## src/rtl/snn_pkg.sv

```systemverilog
// Shared constants and types for the tiny SNN network: geometry, index widths
// and the time-step scheduler state encoding.
package snn_pkg;

  localparam int N           = 5;
  localparam int T           = 4;
  localparam int TS          = N * T;
  localparam int TIMEOUT_DEF = 255;

  localparam int BLK_W = $clog2(T);
  localparam int TS_W  = $clog2(TS + 1);
  // Byte width of ts_idx as seen from the AXI register map.
  localparam int NN    = (TS_W + 7) / 8;

  typedef enum logic [2:0] {
    IDLE,
    ISSUE,
    WAIT,
    LEAK,
    STEP,
    DONE
  } sched_state_t;

endpackage

```

## src/rtl/snn_watchdog.sv

```systemverilog
// Saturating cycle counter that flags the cycle on which the count reaches TIMEOUT.
module snn_watchdog #(
  parameter int TIMEOUT = 255
) (
  input  logic clk,
  input  logic reset,
  input  logic clear,
  input  logic count_en,
  output logic expired
);

  localparam int CW = $clog2(TIMEOUT + 1);

  logic [CW-1:0] count;

  always_ff @(posedge clk) begin
    if (reset || clear) begin
      count <= '0;
    end else if (count_en && (count != CW'(TIMEOUT))) begin
      count <= count + CW'(1);
    end
  end

  // High during the enabled cycle that brings the count up to TIMEOUT.
  assign expired = count_en && (count >= CW'(TIMEOUT - 1));

endmodule

```

## src/rtl/snn_step_scheduler.sv

```systemverilog
// Time-step sequencer: walks the T neuron blocks, then leaks and advances
// the step index, TS times per run, with a per-block completion watchdog.
module snn_step_scheduler
  import snn_pkg::*;
#(
  parameter int TIMEOUT = TIMEOUT_DEF
) (
  input  logic             clk,
  input  logic             reset,
  input  logic             start,
  input  logic             abort,
  output logic             blk_req,
  input  logic             blk_ack,
  output logic [BLK_W-1:0] blk_idx,
  input  logic             blk_done,
  output logic             leak_en,
  output logic             step_done,
  output logic [TS_W-1:0]  ts_idx,
  output logic             busy,
  output logic             run_done,
  output logic             err
);

  sched_state_t state;
  logic         xfer;
  logic         in_wait;
  logic         wd_expired;

  assign xfer    = (state == ISSUE) && blk_ack;
  assign in_wait = (state == WAIT);

  snn_watchdog #(
    .TIMEOUT(TIMEOUT)
  ) u_watchdog (
    .clk     (clk),
    .reset   (reset),
    .clear   (xfer),
    .count_en(in_wait),
    .expired (wd_expired)
  );

  // Outputs are registered alongside the state so each strobe lines up with its state.
  always_ff @(posedge clk) begin
    if (reset) begin
      state     <= IDLE;
      blk_req   <= 1'b0;
      blk_idx   <= '0;
      leak_en   <= 1'b0;
      step_done <= 1'b0;
      ts_idx    <= '0;
      busy      <= 1'b0;
      run_done  <= 1'b0;
      err       <= 1'b0;
    end else begin
      blk_req   <= 1'b0;
      leak_en   <= 1'b0;
      step_done <= 1'b0;
      run_done  <= 1'b0;
      if (abort) begin
        state <= IDLE;
        busy  <= 1'b0;
      end else begin
        case (state)
          IDLE: begin
            if (start) begin
              state   <= ISSUE;
              ts_idx  <= '0;
              blk_idx <= '0;
              err     <= 1'b0;
              blk_req <= 1'b1;
              busy    <= 1'b1;
            end
          end
          ISSUE: begin
            if (blk_ack) begin
              state <= WAIT;
            end else begin
              blk_req <= 1'b1;
            end
          end
          WAIT: begin
            if (blk_done) begin
              if (blk_idx == BLK_W'(T - 1)) begin
                state   <= LEAK;
                leak_en <= 1'b1;
              end else begin
                state   <= ISSUE;
                blk_idx <= blk_idx + BLK_W'(1);
                blk_req <= 1'b1;
              end
            end else if (wd_expired) begin
              state <= IDLE;
              busy  <= 1'b0;
              err   <= 1'b1;
            end
          end
          LEAK: begin
            state     <= STEP;
            step_done <= 1'b1;
          end
          STEP: begin
            ts_idx  <= ts_idx + TS_W'(1);
            blk_idx <= '0;
            if (ts_idx == TS_W'(TS - 1)) begin
              state    <= DONE;
              run_done <= 1'b1;
            end else begin
              state   <= ISSUE;
              blk_req <= 1'b1;
            end
          end
          DONE: begin
            state <= IDLE;
            busy  <= 1'b0;
          end
          default: begin
            state <= IDLE;
            busy  <= 1'b0;
          end
        endcase
      end
    end
  end

endmodule

```

## config.mk

```make
export PLATFORM = sky130hd
export DESIGN_NAME = snn_step_scheduler
export DESIGN_NICKNAME = d
export VERILOG_FILES = /design/src/rtl/snn_pkg.sv /design/src/rtl/snn_watchdog.sv /design/src/rtl/snn_step_scheduler.sv
export SDC_FILE = /design/constraint.sdc
export NUM_CORES = 1
export LEC_CHECK = 0
export ABC_AREA = 1
export ABC_CLOCK_PERIOD_IN_PS = 2100
export BUFFER_PORTS_ARGS = -buffer_cell sky130_fd_sc_hd__buf_4
export CORE_UTILIZATION = 47
export CTS_CLUSTER_SIZE = 8
export DETAILED_ROUTE_END_ITERATION = 10
export PLACE_DENSITY = 0.73
export SETUP_SLACK_MARGIN = 0.2
export SYNTH_ARGS = -nofsm -noshare
export SYNTH_HDL_FRONTEND = slang
export SYNTH_HIERARCHICAL = 1
export SYNTH_SLANG_ARGS = --single-unit
export TNS_END_PERCENT = 5
```

## constraint.sdc

```tcl
create_clock -name clk -period 2.1 [get_ports clk]
set_clock_uncertainty 0.15 [all_clocks]
set_input_delay 0 -clock clk [delete_from_list [all_inputs] [get_ports clk]]
set_output_delay 0 -clock clk [all_outputs]
set_load 0.005 [all_outputs]
```

======== Word-level counts from Yosys, hierarchy flattened ========
Cells that the tools add are included.
word-level totals
  register bits after elaboration ......... 24
  output and inout bits ................... 13
  input port bits ......................... 6
  word-level logic and storage cells ...... 80
operators by class
  magnitude comparators ................... 1
  muxes and demuxes ....................... 30
  $add $sub $neg .......................... 3
  reductions and logical operators ........ 17
  equality and inequality tests ........... 14
  bitwise operators ....................... 5
operator list
  cell                 count
  $mux 3               5
  $pmux 3 s5           1
  $mux 1               14
  $ne 2x2->1 const B   6
  $pmux 5 s2           1
  $reduce_and 5->1     2
  $add 8x1->8 const B  1
  $ge 8x8->1 const B   1
  $mux 2               4
  $ne 8x8->1 const B   1
  $eq 3x2->1 const B   2
  $pmux 2 s3           1
  $reduce_and 3->1     2
  $reduce_or 3->1      2
  $add 5x1->5 const B  1
  $eq 5x5->1 const B   1
  $mux 5               1
  $not 1->1            5
  $pmux 1 s4           1
  $reduce_and 4->1     1
  $reduce_bool 2->1    2
  $reduce_or 4->1      1
  $eq 3x1->1 const B   1
  $eq 3x3->1 const B   1
  other kinds (10)     12

======== Longest topological paths before layout ========
Gate-level depths: netlist of the first run.
  word-level depth ........................ 5
  gate-level depth with buffers ........... 11
  mapped depth without buffers ............ 11

======== By module ========
Netlist of the first run, hierarchy kept.
modules (own cells, without submodules)
  module              cells an instance  times used  sequential area each (um^2)  area each (um^2)
  snn_step_scheduler  131                1           320.3                        850.8
  snn_watchdog        71                 1           160.2                        462.9

======== Worst setup path before layout of the first run ========
OpenSTA, ideal clock, no wires.
  kind .................................... register to register
  start ................................... register state[0]
  end ..................................... register state[1]
  period minus slack after synthesis ...... 1.782 ns
  slack ................................... 0.318 ns
  cell stages (with the launch flop) ...... 11
  path buffers ............................ 0
  arrival ................................. 1.520 ns
  cells stage by stage .................... dfxtp_1 > inv_2 > nand2_1 > nor2_2 > inv_1 > nor4_1 > nor2_1 > nand3_1 > nand3_1 > nor2_1 > nor2_1
on the way
  word-level cells in the longest chain between the ends .. 4
  elaborated cells on any way between the ends .. 11
  those cells by class .................... 7 x eq/ne; 1 x mux; 3 x reduce/logical
RTL lines
  what                        line                      source
  start: declaration          snn_step_scheduler.sv:24  sched_state_t state;
  start signal: assignment    snn_step_scheduler.sv:45  state <= IDLE;
  start signal: assignment    snn_step_scheduler.sv:60  state <= IDLE;
  start signal: assignment    snn_step_scheduler.sv:66  state <= ISSUE;
  $eq 3x2->1                  snn_step_scheduler.sv:30  assign in_wait = (state == WAIT);
  named net in_wait           snn_step_scheduler.sv:26  logic in_wait;
  $logic_and 1x1->1           snn_watchdog.sv:25        assign expired = count_en && (count >= CW'(TIMEOUT - 1));
  named net wd_expired        snn_step_scheduler.sv:27  logic wd_expired;
  $ne 3x3->1 (no line)        --
  $reduce_and 3->1 (no line)  --
The timed path passes the listed nets, and every way through them passes these cells.
A chain may end at the register's enable or synchronous reset.

======== Worst setup path after layout of the first run ========
  start ................................... register state[2]
  end ..................................... register ts_idx[1]
on the way
  word-level cells in the longest chain between the ends .. 3
  elaborated cells on any way between the ends .. 6
  those cells by class .................... 2 x eq/ne; 1 x mux; 3 x reduce/logical
RTL lines
  what                                                              line                       source
  $eq 3x3->1 / $logic_not 3->1 (equally long branches)              snn_step_scheduler.sv:63   case (state)
  $reduce_bool 2->1 (no line) / $ne 2x2->1 (equally long branches)  --
  $reduce_and 3->1 (no line)                                        --
  end signal: assignment                                            snn_step_scheduler.sv:102  ts_idx <= ts_idx + TS_W'(1);
  end: declaration                                                  snn_step_scheduler.sv:18   output logic [TS_W-1:0] ts_idx,
Several ways; a longest one is shown, not always the timed one.

==> results of run 1 <==
[layout make-up]
cell class | instances | area [sq um] | share of cell area
Inverter | 34 | 133 | 0.0824
Multi-Input combinational cell | 144 | 721 | 0.448
Timing Repair Buffer | 26 | 210 | 0.131
Clock buffer | 3 | 22.5 | 0.0140
Tap cell | 30 | 37.5 | 0.0233
Sequential cell | 24 | 485 | 0.302
[tightest hold or removal path, cell delays in order]
cell and delay, ns:
buf_4 0.09, inv_1 0.04, nor2_1 0.09, nor2_1 0.11, nand2_1 0.08, nor2_1 0.04
[timing repair]
action / 4_1_cts / 5_1_grt
hold buffers: 6 / 0
setup endpoints to repair: 0 / 6
gates resized for setup: 0 / 6
buffers inserted: 0 / 1
hold endpoints to repair: 22 / 0
[state kept, by name (all words and copies together) (netlist names)]
register and cells:
err 1, leak_en 1, state 3, ts_idx 5
run_done 1, u_watchdog/count 8, blk_req 1, step_done 1
blk_idx 2, busy 1
[where the power goes]
part           total [uW]  switching (uW)  internal (uW)
Sequential            479            11.4            467
Clock                 194             128           66.8
Combinational         149            87.9           61.4
[cell usage after synthesis (all sizes together)]
cell / count
dfxtp: 24
a21oi: 9
nand3: 17
nor2: 48
xnor2: 1
xor2: 1
nand4: 5
inv: 34
nor3: 2
nand2: 47
ha: 4
o21ai: 8
nor4: 2
[cells by family after synthesis]
group                    Yosys count  synth area share
AND/OR/NAND/NOR                  121             0.417
buffers and inverters             34             0.101
flip-flops                        24             0.366
AO/OA/AOI/OAI                     17            0.0648
adder cells (fa/ha/maj)            4            0.0381
XOR/XNOR                           2            0.0133
[layer usage]
| layer | part of all wire | track usage |
|---|---|---|
| met1 | 0.51 | 0.301 |
| met2 | 0.43 | 0.295 |
| met3 | 0.047 | 0.0278 |
| met4 | 0.0054 | 0.0769 |
| met5 | 0 | 0 |
[final timing paths]
| path | from | endpoint | slack, ns | cells after the start |
|---|---|---|---|---|
| max | state[2] | ts_idx[1] | 0.30 | 6 |
| min | blk_ack | u_watchdog/count[6] | 0.03 | 6 |
| max reg2reg | state[2] | ts_idx[1] | 0.30 | 6 |
| min reg2reg | err | err | 0.32 | 2 |
[metrics by stage]
| step | utilization | worst slack (ns) | hold WS (ns) | power [uW] |
|---|---|---|---|---|
| 2_1_floorplan | - | 0.318 | -0.0809 | 582 |
| 5_1_grt | 0.627 | 0.201 | 0.0454 | 868 |
| 4_1_cts | 0.614 | 0.250 | 0.00219 | 830 |
| 3_5_place_dp | 0.582 | 0.315 | 0.0498 | 627 |
| 3_3_place_gp | 0.582 | 0.402 | 0.0434 | 625 |
| 6_report | 0.627 | 0.296 | 0.0327 | 823 |
[layout by cell type, fill, tap and decap left out, drive strengths merged]
master / Yosys / layout
nor3: 2 / 2
a21oi: 9 / 9
xor2: 1 / 1
nand4: 5 / 5
inv: 34 / 34
dlygate4sd3: 0 / 6
ha: 4 / 4
o21ai: 8 / 8
dfxtp: 24 / 24
nand3: 17 / 17
xnor2: 1 / 1
nor2: 48 / 48
clkbuf: 0 / 3
nor4: 2 / 2
nand2: 47 / 47
buf: 0 / 20
==> results.ini, run 1 <==
[floorplanning]
io_pins=19
die_w_microns=54.9
rows=18
die_y_microns=54.9
coreArea_sq_um=2570
dieArea_sq_um=3010
initial_core_util=0.512

[yosys]
netlist.top_cell.by_area=dfxtp_1
synth-seq-area-share=0.366
ys_types=20
avgSynthCellArea_sq_um=6.50
yosys-top-cells-area=dfxtp_1 (37%), nand2_1 (12%), nor2_1 (11%)
netlist_area_sq_um=1310
ys_seq_elements=24
synth_warnings=6
synth_cells=202
synth_top_area_frac=0.366
syn_nets=212

[cells_and_area]
n_antenna_cell=0
drive_gt1_frac=0.190
fill_cells=242
area_growth_pct=22.5
nets=243
instances_no_fill=261
design_area_sq_um=1610

[setup_path]
crit_arrival_ns=1.91
crit_family=simple AND/OR/NAND/NOR gates
crit_fanout=9
crit_path_end_kind=register
critical_path_buf_inv_count=1
crit_path_max_incr_delay_ns=0.55
cp_cell_sequence=nor2_4, nand3_2, nand2_4, nand2_1, a21oi_1, dlygate4sd3_1
critPathSlowestCell=dlygate4sd3_1
path_class=reg2reg
critPathRequiredTime_ns=2.21
critPathLaunchType=register

[global_routing]
grt-ovfl-total=0
grt_max_degree=13
grt_pass1_wl_mm=4.43
grt_use_total=0.204
grt_pass1_vias=1081
antenna_found_initial=0

[job]
drv_cap=0

[placed_design]
dp_cells=251
place_congestion=0.888
dpl.hpwl_mm=2.21
port_buffers=18
post_dp_cell_area_sq_um=1490

[clock_network]
path_clk_slew_ns=0.12
clockRootBuffer=clkbuf_4
cts_buffers=3
cts_sinks=24
tritoncts=yes
clkLatencyLatePin_ns=0.30
clockBufferDepth=2
h-tree-depth=1

[worst_hold_path]
hold_class=in2reg

[timing]
final_max_slew_viol_count=0
post-route-min-period_ns=1.80
finalCritPeriodShare=0.859
rsz0062_at_grt=no
tightest_slew_ns=0.410
max_freq_mhz=554
setup_tns_ns=0
hold_viol=0
finalSetupViolCount=0
relSlewSlack=0.725

[drt]
drtIter0Drc=47
drc=0
num_vias=1305
first_pass_iters=4
drtAntennaViolNets=0
viasPerCell=5.00
routed_wl_mm=2.79
wl_per_cell_microns=10.7

[pwr]
ir_drop_mv=0.371
p_per_area_nw_per_um2=511
power_leakage_uw=0.000759

[status]
status=complete, no violations

No activity file was read; power rests on OpenSTA's default activity.
==> run 2: changes to the inputs <==
CORE_UTILIZATION = 35   (was 47)
PLACE_DENSITY = 0.58   (was 0.73)
==> run 2 against run 1 <==
Combinational power barely moved. Maximum frequency about the same. Clock power is 110% higher. Non-clock buffer count down 2. Critical path depth shrank 1. Sequential share of layout area down 1.2 points. Core utilization decreased by 15 points. Setup slack better by 0.0014 ns. Worst hold slack worse by 0.0072 ns. First-iteration DRC count rose by 15%. Register-to-register slack barely moved. Sequential power is essentially flat. Critical endpoint unchanged. Largest power group unchanged.
==> results.ini, run 2 (synthesis gave the netlist of run 1 again) <==
[clock_network]
clockBufferDepth=2  ; unchanged
cts_sinks=24  ; unchanged
postCtsSetupBuffers=0  ; unchanged
clkLatencyLatePin_ns=0.27  ; was 0.30 ns
clockRootBuffer=clkbuf_8  ; was clkbuf_4
h-tree-depth=1  ; unchanged
path_clk_slew_ns=0.09  ; was 0.12 ns
cts_buffers=3  ; unchanged
tritoncts=yes  ; unchanged

[floorplanning]
coreArea_sq_um=3470  ; was 2570 sq um
die_y_microns=63.3  ; was 54.9 microns
initial_core_util=0.379  ; was 0.512
rows=21  ; was 18
die_w_microns=63.3  ; was 54.9 microns
io_pins=19  ; unchanged
dieArea_sq_um=4000  ; was 3010 sq um

[cells_and_area]
top_regs=u_watchdog/count x8, ts_idx x5, state x3  ; unchanged
drive_gt1_frac=0.178  ; was 0.190
instances_no_fill=276  ; was 261
layout_common_cells=nand2_1 (42), nor2_1 (40), inv_1 (31), dfxtp_1 (24), buf_4 (19)  ; was nand2_1 (42), nor2_1 (40), inv_1 (31), dfxtp_1 (22), buf_4 (20)
final_common_cell=nand2_1  ; unchanged
largest_register_ffs=8  ; unchanged
nets=241  ; was 243
top_register=u_watchdog/count  ; unchanged
area_growth_pct=26.2  ; was 22.5%
n_antenna_cell=0  ; unchanged

[placed_design]
dpl.hpwl_mm=2.08  ; was 2.21 mm
port_buffers=18  ; unchanged
place_congestion=0.803  ; was 0.888
dp_cells=267  ; was 251

[timing]
final_max_slew_viol_count=0  ; unchanged
finalSetupViolCount=0  ; unchanged
relSlewSlack=0.724  ; was 0.725
max_freq_mhz=555  ; was 554 MHz
finalCritPeriodShare=0.858  ; was 0.859
whs_ns=0.0255  ; was 0.0327 ns
tightest_slew_ns=0.413  ; was 0.410 ns
setup_tns_ns=0  ; unchanged
rsz0062_at_grt=yes  ; was no
post-route-min-period_ns=1.80  ; about the same
hold_viol=0  ; unchanged

[drt]
routed_wl_mm=2.76  ; was 2.79 mm
num_vias=1284  ; was 1305
drtIter0Drc=54  ; was 47
first_pass_iters=4  ; unchanged
wl_per_cell_microns=9.99  ; was 10.7 microns
viasPerCell=4.65  ; was 5.00
drtAntennaViolNets=0  ; unchanged
drc=0  ; unchanged

[global_routing]
grt_pass1_wl_mm=4.65  ; was 4.43 mm
grt-ovfl-total=0  ; unchanged
grt_pass1_vias=1083  ; was 1081
grt_use_total=0.146  ; was 0.204
antenna_found_initial=0  ; unchanged
grt_max_degree=15  ; was 13

[worst_hold_path]
hold_class=in2reg  ; unchanged

[pwr]
p_per_area_nw_per_um2=626  ; was 511 nW/um^2
power_leakage_uw=0.000765  ; was 0.000759 uW
ir_drop_mv=0.238  ; was 0.371 mV

[setup_path]
crit_arrival_ns=1.88  ; was 1.91 ns
critPathRequiredTime_ns=2.17  ; was 2.21 ns
critPathLaunchType=register  ; unchanged
path_class=reg2reg  ; unchanged
crit_path_end_kind=register  ; unchanged
crit_fanout=6  ; was 9

[status]
status=complete, no violations  ; unchanged

[job]
drv_cap=0  ; unchanged

[run 2: timing repair]
action                                 CTS  global route
endpoints found under the hold margin   16             0
gates resized for setup                  0             3
setup endpoints to repair                0             4
hold buffers                             5             0
[run 2: where the power goes]
part | total [uW] | switching, uW | internal [uW]
sequential | 479 | 11.3 | 468
combinational | 148 | 88.2 | 60.1
clock | 411 | 156 | 255
[run 2: critical path, cell delays in order, from the launching register on]
cell	delay, ns
dfxtp_1	0.47
nand3_1	0.20
nor2_1	0.16
nand2_1	0.07
a21oi_1	0.14
dlygate4sd3_1	0.56
[run 2: path summary, 6_finish.rpt]
check	cells past startpoint	slack (ns)	to	start
max reg2reg	5	0.30	ts_idx[1]	state[2]
max	5	0.30	ts_idx[1]	state[2]
min reg2reg	2	0.31	err	err
min	5	0.03	state[1]	blk_ack
[run 2: cell type report]
| cell class | instances | area [sq um] |
|---|---|---|
| Clock buffer | 3 | 41.3 |
| Fill cell | 374 | 1810 |
| Clock inverter | 1 | 30.0 |
| Multi-Input combinational cell | 144 | 723 |
| Sequential cell | 24 | 480 |
| Inverter | 34 | 133 |
| Timing Repair Buffer | 24 | 193 |
| Tap cell | 46 | 57.6 |
[run 2: through the flow]
stage	setup WS, ns	utilization	total power [uW]	instance area [sq um]
floorplan	0.318	-	582	1310
global placement	0.398	0.437	629	1510
detailed placement	0.339	0.437	629	1510
CTS	0.296	0.472	1050	1640
global route	0.194	0.478	1100	1660
finish	0.297	0.478	1040	1660
[run 2: routing by layer]
layer / global-route usage / vias to the layer above / part of all wire
met5: 0 / - / 0
met4: 0.0682 / 0 / 0.016
met3: 0.0163 / 5 / 0.035
met2: 0.223 / 25 / 0.43
met1: 0.204 / 568 / 0.52
li1: - / 686 / -
